**src/rtl/playseq_pkg.sv**
```systemverilog
// playseq_pkg: state encoding, default widths and timer sizing for the PlaySeq sequencer
package playseq_pkg;
  localparam int ADDR_W_DEF = 4;
  localparam int DATA_W_DEF = 4;
  typedef enum logic [3:0] {IDLE, P_ADDR, P_WAIT, P_SHOW, P_GAP, C_ADDR, C_WAIT, C_BTN, DONE} state_t;
  function automatic int timer_w(input int a, input int b, input int c);
    int m;
    m = (a > b) ? a : b;
    m = (m > c) ? m : c;
    return (m < 1) ? 1 : $clog2(m + 1);
  endfunction
endpackage

```
**src/rtl/playseq_timer.sv**
```systemverilog
// playseq_timer: loadable down-counter that saturates at zero and flags it
module playseq_timer #(
  parameter int W = 4
) (
  input  logic         clk,
  input  logic         reset,
  input  logic         load,
  input  logic [W-1:0] load_val,
  output logic         zero
);
  logic [W-1:0] cnt_q, cnt_d;
  always_comb cnt_d = load ? load_val : (cnt_q != '0) ? cnt_q - W'(1) : cnt_q;
  always_ff @(posedge clk or posedge reset)
    if (reset) cnt_q <= '0;
    else cnt_q <= cnt_d;
  assign zero = cnt_q == '0;
endmodule

```
**src/rtl/playseq_seq_ctrl.sv**
```systemverilog
// playseq_seq_ctrl: sequence RAM owner that loads, plays back and checks button sequences
module playseq_seq_ctrl
  import playseq_pkg::*;
#(
  parameter int ADDR_W         = ADDR_W_DEF,
  parameter int DATA_W         = DATA_W_DEF,
  parameter int SHOW_CYCLES    = 4,
  parameter int GAP_CYCLES     = 2,
  parameter int TIMEOUT_CYCLES = 1000
) (
  input  logic              clk,
  input  logic              reset,
  input  logic              start_play,
  input  logic              start_check,
  input  logic              abort,
  input  logic [ADDR_W-1:0] last_addr,
  input  logic              wr_req,
  input  logic [ADDR_W-1:0] wr_addr,
  input  logic [DATA_W-1:0] wr_data,
  input  logic              button_valid,
  input  logic [DATA_W-1:0] button_data,
  output logic              ram_we,
  output logic [ADDR_W-1:0] ram_addr,
  output logic [DATA_W-1:0] ram_data,
  input  logic [DATA_W-1:0] ram_q,
  output logic              play_valid,
  output logic [DATA_W-1:0] play_data,
  output logic              busy,
  output logic              done,
  output logic              match,
  output logic              timeout,
  output logic [ADDR_W-1:0] err_idx
);
  localparam int TW = timer_w(SHOW_CYCLES, GAP_CYCLES, TIMEOUT_CYCLES);
  // WAIT spans two cycles: one for the RAM to register the address, one to latch ram_q
  localparam logic [TW-1:0] WAIT_LD = TW'(1);
  localparam logic [TW-1:0] SHOW_LD = TW'(SHOW_CYCLES - 1);
  localparam logic [TW-1:0] GAP_LD  = TW'((GAP_CYCLES > 0) ? GAP_CYCLES - 1 : 0);
  localparam logic [TW-1:0] TO_LD   = TW'((TIMEOUT_CYCLES > 0) ? TIMEOUT_CYCLES - 1 : 0);
  state_t state_q, state_d;
  logic [ADDR_W-1:0] ptr_q, ptr_d, last_q, last_d, ram_addr_q, ram_addr_d, err_idx_q, err_idx_d;
  logic [DATA_W-1:0] exp_q, exp_d, ram_data_q, ram_data_d, play_data_q, play_data_d;
  logic ram_we_q, ram_we_d, play_valid_q, play_valid_d, busy_q, busy_d, done_q, done_d;
  logic match_q, match_d, timeout_q, timeout_d;
  logic t_load, t_zero, last_step;
  logic [TW-1:0] t_val;
  assign last_step = ptr_q == last_q;
  always_comb begin
    state_d      = state_q;
    ptr_d        = ptr_q;
    last_d       = last_q;
    exp_d        = exp_q;
    ram_we_d     = 1'b0;
    ram_addr_d   = ram_addr_q;
    ram_data_d   = ram_data_q;
    play_valid_d = play_valid_q;
    play_data_d  = play_data_q;
    done_d       = 1'b0;
    match_d      = match_q;
    timeout_d    = timeout_q;
    err_idx_d    = err_idx_q;
    if (abort) begin
      state_d      = IDLE;
      play_valid_d = 1'b0;
      play_data_d  = '0;
    end else begin
      case (state_q)
        IDLE: begin
          if (start_play) begin
            state_d = P_ADDR;
            ptr_d   = '0;
            last_d  = last_addr;
          end else if (start_check) begin
            state_d   = C_ADDR;
            ptr_d     = '0;
            last_d    = last_addr;
            match_d   = 1'b0;
            timeout_d = 1'b0;
            err_idx_d = '0;
          end else if (wr_req) begin
            ram_we_d   = 1'b1;
            ram_addr_d = wr_addr;
            ram_data_d = wr_data;
          end
        end
        P_ADDR, C_ADDR: begin
          ram_addr_d = ptr_q;
          state_d    = (state_q == P_ADDR) ? P_WAIT : C_WAIT;
        end
        P_WAIT: if (t_zero) begin
          state_d      = P_SHOW;
          play_valid_d = 1'b1;
          play_data_d  = ram_q;
        end
        C_WAIT: if (t_zero) begin
          state_d = C_BTN;
          exp_d   = ram_q;
        end
        P_SHOW, P_GAP: if (t_zero) begin
          play_valid_d = 1'b0;
          play_data_d  = '0;
          if (state_q == P_SHOW && GAP_CYCLES > 0) state_d = P_GAP;
          else begin
            state_d = last_step ? DONE : P_ADDR;
            done_d  = last_step;
            ptr_d   = last_step ? ptr_q : ptr_q + ADDR_W'(1);
          end
        end
        C_BTN: begin
          if (button_valid) begin
            if (button_data == exp_q) begin
              state_d = last_step ? DONE : C_ADDR;
              done_d  = last_step;
              match_d = last_step;
              ptr_d   = last_step ? ptr_q : ptr_q + ADDR_W'(1);
            end else begin
              state_d   = DONE;
              done_d    = 1'b1;
              err_idx_d = ptr_q;
            end
          end else if (TIMEOUT_CYCLES > 0 && t_zero) begin
            state_d   = DONE;
            done_d    = 1'b1;
            timeout_d = 1'b1;
            err_idx_d = ptr_q;
          end
        end
        DONE: state_d = IDLE;
        default: state_d = IDLE;
      endcase
    end
    busy_d = state_d != IDLE;
    t_load = state_d != state_q;
    t_val  = (state_d == P_WAIT || state_d == C_WAIT) ? WAIT_LD :
             (state_d == P_SHOW) ? SHOW_LD :
             (state_d == P_GAP)  ? GAP_LD  :
             (state_d == C_BTN)  ? TO_LD   : '0;
  end
  playseq_timer #(.W(TW)) u_timer (
    .clk      (clk),
    .reset    (reset),
    .load     (t_load),
    .load_val (t_val),
    .zero     (t_zero)
  );
  always_ff @(posedge clk or posedge reset) begin
    if (reset) begin
      state_q      <= IDLE;
      ptr_q        <= '0;
      last_q       <= '0;
      exp_q        <= '0;
      ram_we_q     <= 1'b0;
      ram_addr_q   <= '0;
      ram_data_q   <= '0;
      play_valid_q <= 1'b0;
      play_data_q  <= '0;
      busy_q       <= 1'b0;
      done_q       <= 1'b0;
      match_q      <= 1'b0;
      timeout_q    <= 1'b0;
      err_idx_q    <= '0;
    end else begin
      state_q      <= state_d;
      ptr_q        <= ptr_d;
      last_q       <= last_d;
      exp_q        <= exp_d;
      ram_we_q     <= ram_we_d;
      ram_addr_q   <= ram_addr_d;
      ram_data_q   <= ram_data_d;
      play_valid_q <= play_valid_d;
      play_data_q  <= play_data_d;
      busy_q       <= busy_d;
      done_q       <= done_d;
      match_q      <= match_d;
      timeout_q    <= timeout_d;
      err_idx_q    <= err_idx_d;
    end
  end
  assign ram_we     = ram_we_q;
  assign ram_addr   = ram_addr_q;
  assign ram_data   = ram_data_q;
  assign play_valid = play_valid_q;
  assign play_data  = play_data_q;
  assign busy       = busy_q;
  assign done       = done_q;
  assign match      = match_q;
  assign timeout    = timeout_q;
  assign err_idx    = err_idx_q;
endmodule
```
**config.mk**
```make
export PLATFORM = sky130hd
export DESIGN_NAME = playseq_seq_ctrl
export DESIGN_NICKNAME = d
export VERILOG_FILES = /design/src/rtl/playseq_pkg.sv /design/src/rtl/playseq_timer.sv /design/src/rtl/playseq_seq_ctrl.sv
export SDC_FILE = /design/constraint.sdc
export NUM_CORES = 1
export LEC_CHECK = 0
export CAP_MARGIN = 0
export CORE_MARGIN = 1
export CORE_UTILIZATION = 53
export DETAILED_ROUTE_END_ITERATION = 10
export GPL_TIMING_DRIVEN = 0
export HOLD_SLACK_MARGIN = 0.02
export PLACE_DENSITY = 0.8
export SLEW_MARGIN = 40
export SYNTH_ARGS = -nofsm -noshare
export SYNTH_HDL_FRONTEND = slang
export SYNTH_HIERARCHICAL = 1
export SYNTH_SLANG_ARGS = --single-unit
```
**constraint.sdc**
```tcl
create_clock -name clk -period 4.41 [get_ports clk]
set_input_delay 0.882 -clock clk [delete_from_list [all_inputs] [get_ports clk]]
set_output_delay 0.882 -clock clk [all_outputs]
set_load 0.02 [all_outputs]
```
==> out/metrics.yaml <==
globalplace.congestion: 0.905
crit_family: "buffers and inverters"
worstPathRequired_ns: 4.62
min_period_ns: 4.04
drtPass1Iterations: 4
hpwlAfterDp_mm: 4.66
num_rows: 26
tns_ns: 0
cts_made_buffers: 5
crit_slowest_cell: "or4b_1"
initial_core_util_pct: 55.1
synth-edff-count: 0
wl_per_cell_microns: 15.2
drt_wl_total_mm: 6.21
layout_worst_path_cycle_share_pct: 91.6
clk_latency_ns: 0.30
clkTransAtPathRegs_ns: 0.08
synth.cell_area_sq_um: 2830
slew_headroom_pct: 56.1
mostFrequentLayoutCell: "dfrtp_1"
path_cells: "inv_1 -> ha_1 -> or4b_1 -> clkbuf_1 -> nor3_2 -> buf_2 -> nor3_1 -> a2111o_1 -> nor2b_2 -> a211o_1 -> clkbuf_1 -> clkbuf_1 -> nor2_1 -> o41a_1 -> a211oi_1"
cpMostUsedCell: "clkbuf_1"
max-vdd-ir-drop_mv: 0.286
drt-vias-per-instance: 5.65
yosys.area.top_type: "dfrtp_1"
synthTopCellsByArea: "dfrtp_1 (42%), mux2_2 (3.2%), nor2_1 (3.1%)"
skew_ns: 0.00613
cts_setup_buffers: 0
place_inst: 401
cts_tree: "done"
power.density_nw_per_um2: 488
cp-end-kind: "flip-flop"
grt_pass1_wl_mm: 9.87
syn_to_final_growth_pct: 24.4
maxCapViolations: 0
hp-class: "reg2reg"
ctsRootBufferMaster: "clkbuf_8"
utilization_pct: 68.5
fin_nets: 367
portBuffers: 47
die_h_microns: 75.1
path_buf_inv: 5
holdBufCountCts: 0
yosys_register_bits: 48
grtUsageTotal_pct: 23.5
antenna_cells: 0
drc: 0
yosysSeqAreaShare_pct: 42.4
worstPathArrival_ns: 4.25
drive_gt1_share_pct: 15.9
synth_ff_type: "dfrtp_1"
fillerInstances: 417
worstMarginPinSlew_ns: 0.653
vias: 2312
io_pins: 49
path_max_fanout: 10
syn_inst: 282
cp-start-kind: "flip-flop"
ys_async_sr_fraction_pct: 100
most-common-layout-cells: "dfrtp_1 (48), clkdlybuf4s50_1 (47), nor2_1 (23)"
maxSlewViolCount: 0
grt_max_degree: 26
syn_avg_cell_area_sq_um: 10.0
cts_sinks: 48
drt.antenna.violating_nets: 0
htreeDepth: 2
grt-ovfl-total: 0
cts_resized: 0
grt_pass1_vias: 2134
yosys_warnings: 6
dieWidth_microns: 75.1
clockBufferDepth: 2
slowest_delay_ns: 0.45
leakagePower_nw: 1.51
yosysTopAreaCellShare_pct: 42.4
hold_viol: 0
rsz0062_at_grt: "no"
drt_iter0_drc: 101
timing.fmax_ghz: 0.247
fin_cells: 409
worstSetupPathType: "reg2reg"
dieArea_sq_um: 5640
setup_violations: 0
coreArea_sq_um: 5140
synth_cell_type_count: 79
status: "finished, final reports clean"
antenna_found_initial: 0
-- cell usage after synthesis (3+ instances only) --
cell	count
dfrtp_1	48
nor2_1	23
nand2_1	22
inv_1	18
a21oi_1	14
mux2_2	8
nor3_1	7
mux2i_1	6
xnor2_1	6
a22o_1	5
a31oi_1	5
buf_2	5
clkbuf_1	5
nor4_1	5
o21ai_0	5
xor2_1	5
buf_6	4
nand3_1	4
nand4_1	4
o211ai_1	4
o31ai_1	4
o21a_1	3
o41ai_1	3
-- final timing paths --
check                                 start               end  slack (ns)  cells past startpoint
max                        u_timer/cnt_q[0]  u_timer/cnt_q[7]        0.37                     15
min                             ram_data[3]       ram_data[3]        0.48                      2
max reg2reg                u_timer/cnt_q[0]  u_timer/cnt_q[7]        0.37                     15
min reg2reg                     ram_data[3]       ram_data[3]        0.48                      2
max in group asynchronous             reset           timeout        3.10                      3
min in group asynchronous             reset          ptr_q[3]        0.88                      2
-- state kept, by name, indices dropped and copies added (netlist names), 4 cells and up --
name and cells:
err_idx 4, exp_q 4, last_q 4, play_data 4
ptr_q 4, ram_addr 4, ram_data 4, state_q 4
u_timer/cnt_q 10
-- worst min-delay path: stages, from the launching register on --
cell and delay [ns]:
dfrtp_1 0.35, nand2_1 0.05, nand2_1 0.05
-- power breakdown --
part	switching (mW)	internal (mW)
Combinational	0.432	0.365
Sequential	0.0970	0.552
Clock	0.146	0.128
Total	0.674	1.04
-- area by class of cell --
cell class	count	area, sq um	share of cell area, %
sequential	48	1200	34.1
clock buffer	7	86.3	2.45
buffer	16	101	2.88
multi-input combinational	201	1470	41.8
inverter	18	67.6	1.92
tap	70	87.6	2.49
clock inverter	1	7.51	0.213
timing repair buffer	48	498	14.1
-- stage by stage --
stage                     setup slack [ns]  power (mW)  hold slack (ns)  cell area, sq um
after floorplan                       1.05        1.21            0.500              2830
after global placement               0.514        1.41            0.460              3390
after detailed placement             0.445        1.45            0.462              3430
after CTS                            0.407        1.72            0.483              3520
after global routing                0.0965        1.82            0.519              3520
final                                0.368        1.72            0.478              3520
-- layer usage --
| layer | up-vias | routed length (microns) | global-route usage (%) |
|---|---|---|---|
| met2 | 63 | 2980 | 39.0 |
| li1 | 1127 | - | - |
| met3 | 8 | 282 | 4.82 |
| met4 | 0 | 85 | 6.92 |
| met1 | 1114 | 2860 | 31.3 |
| met5 | - | 0 | 0 |
-- kinds of logic (layout without fill, tap and decap cells) --
group / Yosys count / count (layout) / synth area share, %
buf+inv: 34 / 90 / 5.97
xor+xnor: 11 / 11 / 3.40
fa+ha+maj: 2 / 2 / 0.884
flops: 48 / 48 / 42.4
simple gates: 101 / 101 / 21.4
other cells: 1 / 2 / 0.132
mux: 16 / 16 / 6.10
compound gates: 69 / 69 / 19.7
Power figures use the tool's default switching activity.
